File: config.mk
export PLATFORM = sky130hd
export DESIGN_NAME = imu_packet_rx
export DESIGN_NICKNAME = d
export VERILOG_FILES = /design/src/rtl/imu_packet_rx.sv
export SDC_FILE = /design/constraint.sdc
export NUM_CORES = 1
export LEC_CHECK = 0
export CAP_MARGIN = 25
export CORE_MARGIN = 8
export CORE_UTILIZATION = 56
export CTS_CLUSTER_DIAMETER = 60
export DETAILED_ROUTE_END_ITERATION = 6
export GPL_TIMING_DRIVEN = 0
export HOLD_SLACK_MARGIN = 0.1
export PLACE_DENSITY = 0.89
export SYNTH_ARGS = -nofsm -noshare
export SYNTH_HDL_FRONTEND = slang
export SYNTH_SLANG_ARGS = --single-unit
File: constraint.sdc
create_clock -name clk_i -period 3.2 [get_ports clk_i]
set_input_delay 0.48 -clock clk_i [delete_from_list [all_inputs] [get_ports clk_i]]
set_output_delay 0.48 -clock clk_i [all_outputs]
set_load 0.1 [all_outputs]
File: src/rtl/imu_packet_rx.sv
// rtl/imu_packet_rx.sv - UART receiver and 18-byte IMU packet parser with commit/error reporting
module imu_packet_rx #(
  parameter int CLK_HZ       = 100_000_000,
  parameter int BAUD_RATE    = 115_200,
  parameter int TIMEOUT_BITS = 40
) (
  input  logic               clk_i,
  input  logic               rst_ni,
  input  logic               uart_rx_i,
  output logic signed [15:0] accel_x_o,
  output logic signed [15:0] accel_y_o,
  output logic signed [15:0] accel_z_o,
  output logic signed [15:0] gyro_x_o,
  output logic signed [15:0] gyro_y_o,
  output logic signed [15:0] gyro_z_o,
  output logic signed [15:0] temp_o,
  output logic               data_valid_o,
  output logic               err_o,
  output logic        [15:0] pkt_count_o,
  output logic        [7:0]  err_count_o
);

  localparam int CLKS_PER_BIT = CLK_HZ / BAUD_RATE;
  localparam int HALF_BIT     = CLKS_PER_BIT / 2;
  localparam int TIMEOUT_CYC  = TIMEOUT_BITS * CLKS_PER_BIT;
  localparam int CNT_W        = $clog2(CLKS_PER_BIT + 1);
  localparam int TO_W         = $clog2(TIMEOUT_CYC + 1);

  typedef enum logic [1:0] {RX_IDLE, RX_START, RX_DATA, RX_STOP} rx_state_e;
  typedef enum logic [2:0] {HUNT_AA, HUNT_55, PAYLOAD, TAIL_CR, TAIL_LF} p_state_e;

  logic             sync1_q, sync2_q, rx_prev_q;
  rx_state_e        rx_state_q, rx_state_d;
  logic [CNT_W-1:0] bit_cnt_q, bit_cnt_d;
  logic [2:0]       bit_idx_q, bit_idx_d;
  logic [7:0]       shift_q, shift_d;
  logic             byte_stb, frame_err;

  p_state_e         p_state_q, p_state_d;
  logic [3:0]       idx_q, idx_d;
  logic [13:0][7:0] shadow_q, shadow_d;
  logic [TO_W-1:0]  to_cnt_q, to_cnt_d;
  logic [6:0][15:0] vals_q, vals_d;
  logic             data_valid_q, data_valid_d;
  logic             err_q, err_d;
  logic [15:0]      pkt_count_q, pkt_count_d;
  logic [7:0]       err_count_q, err_count_d;
  logic             err_det;

  always_comb begin
    rx_state_d = rx_state_q;
    bit_cnt_d  = bit_cnt_q;
    bit_idx_d  = bit_idx_q;
    shift_d    = shift_q;
    byte_stb   = 1'b0;
    frame_err  = 1'b0;
    case (rx_state_q)
      RX_IDLE: begin
        bit_cnt_d = '0;
        if (rx_prev_q && !sync2_q) rx_state_d = RX_START;
      end
      RX_START: begin
        if (bit_cnt_q == CNT_W'(HALF_BIT - 1)) begin
          bit_cnt_d  = '0;
          bit_idx_d  = 3'd0;
          rx_state_d = sync2_q ? RX_IDLE : RX_DATA;
        end else begin
          bit_cnt_d = bit_cnt_q + CNT_W'(1);
        end
      end
      RX_DATA: begin
        if (bit_cnt_q == CNT_W'(CLKS_PER_BIT - 1)) begin
          bit_cnt_d = '0;
          shift_d   = {sync2_q, shift_q[7:1]};
          bit_idx_d = bit_idx_q + 3'd1;
          if (bit_idx_q == 3'd7) rx_state_d = RX_STOP;
        end else begin
          bit_cnt_d = bit_cnt_q + CNT_W'(1);
        end
      end
      RX_STOP: begin
        if (bit_cnt_q == CNT_W'(CLKS_PER_BIT - 1)) begin
          bit_cnt_d  = '0;
          rx_state_d = RX_IDLE;
          byte_stb   = sync2_q;
          frame_err  = !sync2_q;
        end else begin
          bit_cnt_d = bit_cnt_q + CNT_W'(1);
        end
      end
      default: rx_state_d = RX_IDLE;
    endcase
  end

  // A framing error outranks everything; a byte strobe suppresses a coincident timeout.
  always_comb begin
    p_state_d    = p_state_q;
    idx_d        = idx_q;
    shadow_d     = shadow_q;
    vals_d       = vals_q;
    data_valid_d = 1'b0;
    pkt_count_d  = pkt_count_q;
    err_det      = 1'b0;
    if (frame_err) begin
      err_det   = 1'b1;
      p_state_d = HUNT_AA;
    end else if (byte_stb) begin
      case (p_state_q)
        HUNT_AA: if (shift_q == 8'hAA) p_state_d = HUNT_55;
        HUNT_55: begin
          if (shift_q == 8'h55) begin
            p_state_d = PAYLOAD;
            idx_d     = 4'd0;
          end else if (shift_q != 8'hAA) begin
            p_state_d = HUNT_AA;
          end
        end
        PAYLOAD: begin
          shadow_d[idx_q] = shift_q;
          if (idx_q == 4'd13) p_state_d = TAIL_CR;
          else                idx_d     = idx_q + 4'd1;
        end
        TAIL_CR: begin
          if (shift_q == 8'h0D) begin
            p_state_d = TAIL_LF;
          end else begin
            err_det   = 1'b1;
            p_state_d = HUNT_AA;
          end
        end
        TAIL_LF: begin
          p_state_d = HUNT_AA;
          if (shift_q == 8'h0A) begin
            for (int i = 0; i < 7; i++) vals_d[i] = {shadow_q[2*i], shadow_q[2*i+1]};
            data_valid_d = 1'b1;
            pkt_count_d  = pkt_count_q + 16'd1;
          end else begin
            err_det = 1'b1;
          end
        end
        default: p_state_d = HUNT_AA;
      endcase
    end else if (p_state_q != HUNT_AA && to_cnt_q == TO_W'(TIMEOUT_CYC - 1)) begin
      err_det   = 1'b1;
      p_state_d = HUNT_AA;
    end
    to_cnt_d    = (p_state_q == HUNT_AA || byte_stb || err_det) ? '0 : to_cnt_q + TO_W'(1);
    err_d       = err_det;
    err_count_d = (err_det && err_count_q != 8'hFF) ? err_count_q + 8'd1 : err_count_q;
  end

  always_ff @(posedge clk_i or negedge rst_ni) begin
    if (!rst_ni) begin
      sync1_q      <= 1'b1;
      sync2_q      <= 1'b1;
      rx_prev_q    <= 1'b1;
      rx_state_q   <= RX_IDLE;
      bit_cnt_q    <= '0;
      bit_idx_q    <= 3'd0;
      shift_q      <= 8'h00;
      p_state_q    <= HUNT_AA;
      idx_q        <= 4'd0;
      shadow_q     <= '0;
      to_cnt_q     <= '0;
      vals_q       <= '0;
      data_valid_q <= 1'b0;
      err_q        <= 1'b0;
      pkt_count_q  <= 16'd0;
      err_count_q  <= 8'd0;
    end else begin
      sync1_q      <= uart_rx_i;
      sync2_q      <= sync1_q;
      rx_prev_q    <= sync2_q;
      rx_state_q   <= rx_state_d;
      bit_cnt_q    <= bit_cnt_d;
      bit_idx_q    <= bit_idx_d;
      shift_q      <= shift_d;
      p_state_q    <= p_state_d;
      idx_q        <= idx_d;
      shadow_q     <= shadow_d;
      to_cnt_q     <= to_cnt_d;
      vals_q       <= vals_d;
      data_valid_q <= data_valid_d;
      err_q        <= err_d;
      pkt_count_q  <= pkt_count_d;
      err_count_q  <= err_count_d;
    end
  end

  assign accel_x_o    = vals_q[0];
  assign accel_y_o    = vals_q[1];
  assign accel_z_o    = vals_q[2];
  assign gyro_x_o     = vals_q[3];
  assign gyro_y_o     = vals_q[4];
  assign gyro_z_o     = vals_q[5];
  assign temp_o       = vals_q[6];
  assign data_valid_o = data_valid_q;
  assign err_o        = err_q;
  assign pkt_count_o  = pkt_count_q;
  assign err_count_o  = err_count_q;

endmodule

======== After elaboration in Yosys (flattened, before gate mapping) ========
Index checks and enable logic that the tools add are counted.
storage, ports and cells
  bits in registers ....................... 299
  latch bits .............................. 0
  memory bits (writable) .................. 0
  memory bits (read-only) ................. 0
  bits of input ports ..................... 3
  output and inout bits ................... 138
  logic and storage cells ................. 136
  memories kept ........................... 0
cells by class
  add/sub/neg operators ................... 6
  $mul .................................... 0
  div/mod/pow operators ................... 0
  magnitude comparators ................... 2
  eq/ne operators ......................... 28
  shift operators ......................... 0
  muxes and demuxes ....................... 43
  bitwise operators ....................... 1
  reductions and logical operators ........ 21
operators with widths
  operator                                               number
  bitwise mux 112 bit                                    1
  adder 16 x 1 -> 16 bit (second input constant)         2
  demux 8 bit (select 4 bit)                             1
  two-way mux 3 bit                                      10
  one-hot mux 10 bit (3 select lines)                    1
  two-way mux 10 bit                                     2
  equality test 16 bit (second input constant)           1
  equality test 8 x 4 -> 1 bit (second input constant)   2
  two-way mux 16 bit                                     1
  inequality test 8 bit (second input constant)          2
  inequality test 2 bit (second input constant)          7
  two-way mux 1 bit                                      13
  two-way mux 2 bit                                      6
  one-hot mux 3 bit (4 select lines)                     1
  adder 10 x 1 -> 10 bit (second input constant)         1
  equality test 10 bit (second input constant)           1
  equality test 10 x 9 -> 1 bit (second input constant)  1
  AND reduction 5 bit                                    2
  adder 8 x 1 -> 8 bit (second input constant)           1
  equality test 8 x 7 -> 1 bit (second input constant)   1
  equality test 8 bit (second input constant)            1
  two-way mux 4 bit                                      2
  two-way mux 8 bit                                      1
  inequality test 4 bit (second input constant)          2
  27 further kinds                                       38

======== Depth between registers and ports, before layout ========
Gate-level depths: netlist (run 1).
  depth after elaboration ................. 7
  depth in mapped cells ................... 9
  mapped depth without buffers ............ 6

======== Least setup slack after synthesis (run 1) ========
No wires, ideal clock.
  path kind ............................... register -> register
  start ................................... register bit_cnt_q[0]
  end ..................................... register shadow_q[56] in the netlist's numbering
  library setup time ...................... 0.125 ns
  data arrival time ....................... 2.326 ns
  required time ........................... 3.075 ns
  setup slack ............................. 0.749 ns
  cell stages (with the launch flop) ...... 10
  path buffers ............................ 3
  period minus slack after synthesis ...... 2.451 ns
  cells stage by stage .................... dfrtp_1 ha_1 nand4_1 or4_4 buf_6 nor3_4 buf_6 and3_4 buf_12 mux2_4
on the way
  cells in the longest elaborated chain, start to end .. 5
  elaborated cells between the ends (all ways) .. 7
  those cells by class .................... eq/ne (1); mux (4); bitwise (1); reduce/logical (1)
ends and longest elaborated chain
  item                                    RTL line  RTL
  from (decl)                             34        logic [CNT_W-1:0] bit_cnt_q, bit_cnt_d;
  from (signal assigned)                  175       bit_cnt_q <= bit_cnt_d;
  equality test 10 bit *                  82        if (bit_cnt_q == CNT_W'(CLKS_PER_BIT - 1)) begin
  two-way mux 1 bit                       82
  two-way mux 1 bit                       57        case (rx_state_q)
  inverter 1 bit (no source line)         --
  AND reduction 3 bit (no source line) *  --
  to (signal assigned)                    180       shadow_q <= shadow_d;
  to (decl)                               41        logic [13:0][7:0] shadow_q, shadow_d;
Every way passes the cells marked *; elsewhere a longest branch is shown, timed or not.
A chain may end at the register's enable or synchronous reset.

======== Final worst setup path (run 1) ========
  start ................................... register bit_cnt_q[0]
  end ..................................... register vals_q, in the netlist accel_x_o[12]
on the way
  cells in the longest elaborated chain, start to end .. 5
  elaborated cells between the ends (all ways) .. 7
  those cells by class .................... eq/ne (1); mux (4); bitwise (1); reduce/logical (1)
ends and longest elaborated chain
  item                                    RTL line  RTL
  equality test 10 bit *                  82
  two-way mux 1 bit                       82
  two-way mux 1 bit                       57
  inverter 1 bit (no source line)         --
  AND reduction 4 bit (no source line) *  --
  to (signal assigned)                    182       vals_q <= vals_d;
  to (decl)                               43        logic [6:0][15:0] vals_q, vals_d;
Marks and branches as above.

==> results.md, run 1 <==
- Top Family by Delay on Critical Path: simple AND/OR/NAND/NOR gates
- Max-slew headroom: 30.8%
- CTS buffer count: 30
- Gr usage total: 20.9%
- Worst-margin pin slew: 1.04 ns
- # DRC: 0
- Static Leakage: 7.71 nW
- CTS max path bufs: 3
- Slowest CP cell: nor4_1
- Share of layout cells above drive strength 1: 17.9%
- Hold_ws: 0.343 ns
- Instance count on the critical path: 8
- Final wirelength: 29,100 um
- Tmin final: 3.03 ns
- Mean Syn Cell Area: 11.5 um2
- Iteration-0 DRC count of the detailed router: 637
- First-pass GRT wire length: 47,500 um
- Unrepaired setup endpoints after global routing: no
- Layout Nets: 1,287
- GRT overflow: 0
- Worst-Skew Late Latency: 0.55 ns
- Sink Count: 299
- Synth Net Count: 1,111
- First-pass DRT Iterations: 5
- Fin Clk Skew: 0.00964 ns
- CP bufs+invs: 2
- Core Rows: 55
- Pwr dens: 488 nW/um2
- Yosys reg bits: 299
- Synth-to-Final Area Change: 22.4%
- Routability cong.: 0.859
- Final setup vio count: 0
- Crit. End Element: flip-flop
- Hold path depth: 1
- I/O Buffers: 140
- Slew Limit Fails: 0
- Via count: 8,624
- Initial antenna violation count: 0
- I/O pin count: 141
- Fin. Hold Viols: 0
- Pin count of the biggest net entering global routing: 114
- Die W: 166 um
- Core Area: 22,400 um2
- Die H: 166 um
- Max Fclk: 330 MHz
- Dominant synthesized flop cell: dfrtp_1
- Post-route ant nets: 0
- Starting Density: 56.4%
- Vias per cell: 5.45
- Die footprint: 27,700 um2
- Synth Instances: 1,097
- Post-synth EDFFs: 0
- Crit path launch type: flip-flop
- Antenna cells: 0
- Crit path cell chain: ha_1 -> nand4_1 -> nor4_1 -> nand4_1 -> clkbuf_1 -> clkbuf_1 -> nand2_1 -> nand2_1
- Clock transition at the registers of the reported paths: 0.07 ns
- Hold Crit Class: primary input to flip-flop
- Status: completed
- DPL Wire Length: 19,700 um
- Post-CTS Resized: 0
- WP data required: 3.62 ns
- CTS tree: yes
- Routed wire per std cell: 18.4 um
- Cell Area, Synth: 12,700 um2
- Worst Reg-to-Reg Cells: 8
- Largest stage delay on the critical path: 0.76 ns
- H-tree level count: 1
- Maxcap violations: 0
- Async set or reset register ratio after synthesis: 100%
- Final Cycle Share: 94.7%
- Distinct cell type count after synthesis: 54
- CP Class: flip-flop to flip-flop
- Max VDD drop: 0.345 mV
- Number of global-route vias before repair: 9,092
- Critical path arrival: 3.45 ns
- Worst-path fanout max: 10
- Pwr Total: 0.00756 W
- Yosys Warn Count: 0
- Clk Tree Root Cell: clkbuf_16
- Seq/Total Area, Yosys: 59.1%
-- what timing repair did --
item | CTS | global route
hold buffers | 1 | 0
endpoints found under the setup margin | 70 | 0
endpoints found under the hold margin | 111 | 0
buffers inserted | 1 | 0
-- where the power goes --
part,switching (W),internal [W],leakage (nW)
sequential,0.0000504,0.00382,4.16
clock,0.00144,0.00207,0.495
combinational,0.000131,0.0000617,3.06
-- final timing paths --
check                             start  slack [ns]       endpoint
hold reg to reg                 sync1_q        0.37        sync2_q
min in group asynchronous        rst_ni        0.61  accel_y_o[11]
setup / recovery           bit_cnt_q[0]        0.17  accel_x_o[12]
setup reg to reg           bit_cnt_q[0]        0.17  accel_x_o[12]
max in group asynchronous        rst_ni        1.53    gyro_y_o[4]
hold / removal                uart_rx_i        0.34        sync1_q
-- final cells by class --
cell class,instances,area [um2]
clock inverter,13,124
multi-input combinational,731,4720
tap,285,357
timing repair buffer,144,1480
clock buffer,42,877
sequential,299,7490
fill,1490,6940
inverter,10,37.5
buffer,57,418
-- stage by stage --
stage               util (%)  instances  TNS (ns)  area [um2]  setup WS (ns)
floorplan                  -       1097         0       12700          0.749
global placement        64.3       1522  -3135.53       14400         -10.53
detailed placement      64.5       1524    -17.84       14500         -0.323
CTS                     69.1       1581         0       15500          0.258
global route            69.1       1581         0       15500         0.0610
finish                  69.1       1581         0       15500          0.170
-- cells in the final DEF, fill, tap and decap left out, types with 5 or more instances in the layout --
cell / Yosys / final
mux2_4: 64 / 64
ha_1: 11 / 11
clkbuf_8: 1 / 7
o21ai_0: 5 / 5
a21oi_1: 6 / 6
nor3b_1: 5 / 5
mux2_2: 60 / 60
and3_4: 8 / 8
clkbuf_16: 0 / 31
buf_12: 9 / 9
clkbuf_1: 28 / 33
and4_1: 5 / 5
xnor2_1: 17 / 17
clkinv_2: 0 / 8
nand2_1: 358 / 358
nand4_1: 19 / 19
buf_2: 14 / 14
nor4_1: 9 / 9
nor2_1: 48 / 48
nor3_1: 10 / 10
clkdlybuf4s50_1: 0 / 139
xor2_1: 29 / 29
and3_1: 8 / 8
inv_1: 10 / 10
dfrtp_1: 296 / 296
nand3_1: 26 / 26
-- metal layers --
| layer | wire, um | vias up | track usage, % |
|---|---|---|---|
| met5 | 0 | - | 0 |
| met3 | 1350 | 54 | 3.28 |
| met4 | 708 | 0 | 6.46 |
| met1 | 12200 | 4364 | 26.0 |
| met2 | 14800 | 219 | 37.0 |
| li1 | - | 3987 | - |
-- worst reg2reg max path, stage by stage (launching register included) --
cell and delay (ns):
dfrtp_1 0.44, ha_1 0.31, nand4_1 0.20, nor4_1 0.76
nand4_1 0.23, clkbuf_1 0.40, clkbuf_1 0.35, nand2_1 0.13
nand2_1 0.09
-- synth_stat cells (all sizes together), types with 2 or more instances --
cell     number  area [um2]
and4          8        73.8
and4b         2        20.0
and2b         2        15.0
mux2        124        1640
xor2         29         254
nor3b         5        37.5
clkbuf       30         126
inv          10        37.5
nand4        19         119
nand3        27         148
ha           11         138
nor4          9        56.3
nor3         13        98.9
a21oi         6        30.0
a22o          3        26.3
nor4b         4        35.0
or3b          2        17.5
nand2       358        1340
buf          27         292
or3           2        12.5
dfrtp       296        7410
xnor2        17         149
o21ai         5        25.0
a2111oi       2        17.5
or2           3        18.8
nor2         48         180
dfstp         3        78.8
a31oi         2        12.5
and3         16         140
-- state kept, by name, summed over array words and instances (netlist names), 10 cells and up, named ones only --
name	flops
shadow_q	112
accel_y_o	16
temp_o	16
accel_z_o	16
to_cnt_q	16
gyro_x_o	16
gyro_z_o	16
pkt_count_o	16
bit_cnt_q	10
accel_x_o	16
gyro_y_o	16
-- kinds of logic after synthesis --
| group | count (synthesis) | share of synthesized area (%) |
|---|---|---|
| adders and majority gates | 11 | 1.09 |
| muxes | 125 | 13.0 |
| and+or+nand+nor | 526 | 18.8 |
| buffers and inverters | 67 | 3.60 |
| xor gates and xnor gates | 46 | 3.18 |
| DFF | 299 | 59.1 |
| AOI/OAI and AO/OA | 23 | 1.19 |
Power figures use the tool's default switching activity.
==> run 2, diff against run 1 <==
--- a/config.mk
+++ b/config.mk
@@ -5,7 +5,6 @@
 export SDC_FILE = /design/constraint.sdc
 export NUM_CORES = 1
 export LEC_CHECK = 0
-export CAP_MARGIN = 25
 export CORE_MARGIN = 8
 export CORE_UTILIZATION = 56
 export CTS_CLUSTER_DIAMETER = 60
==> results of run 2 <==
Final layout, timing and power as in run 1 (identical DEF).
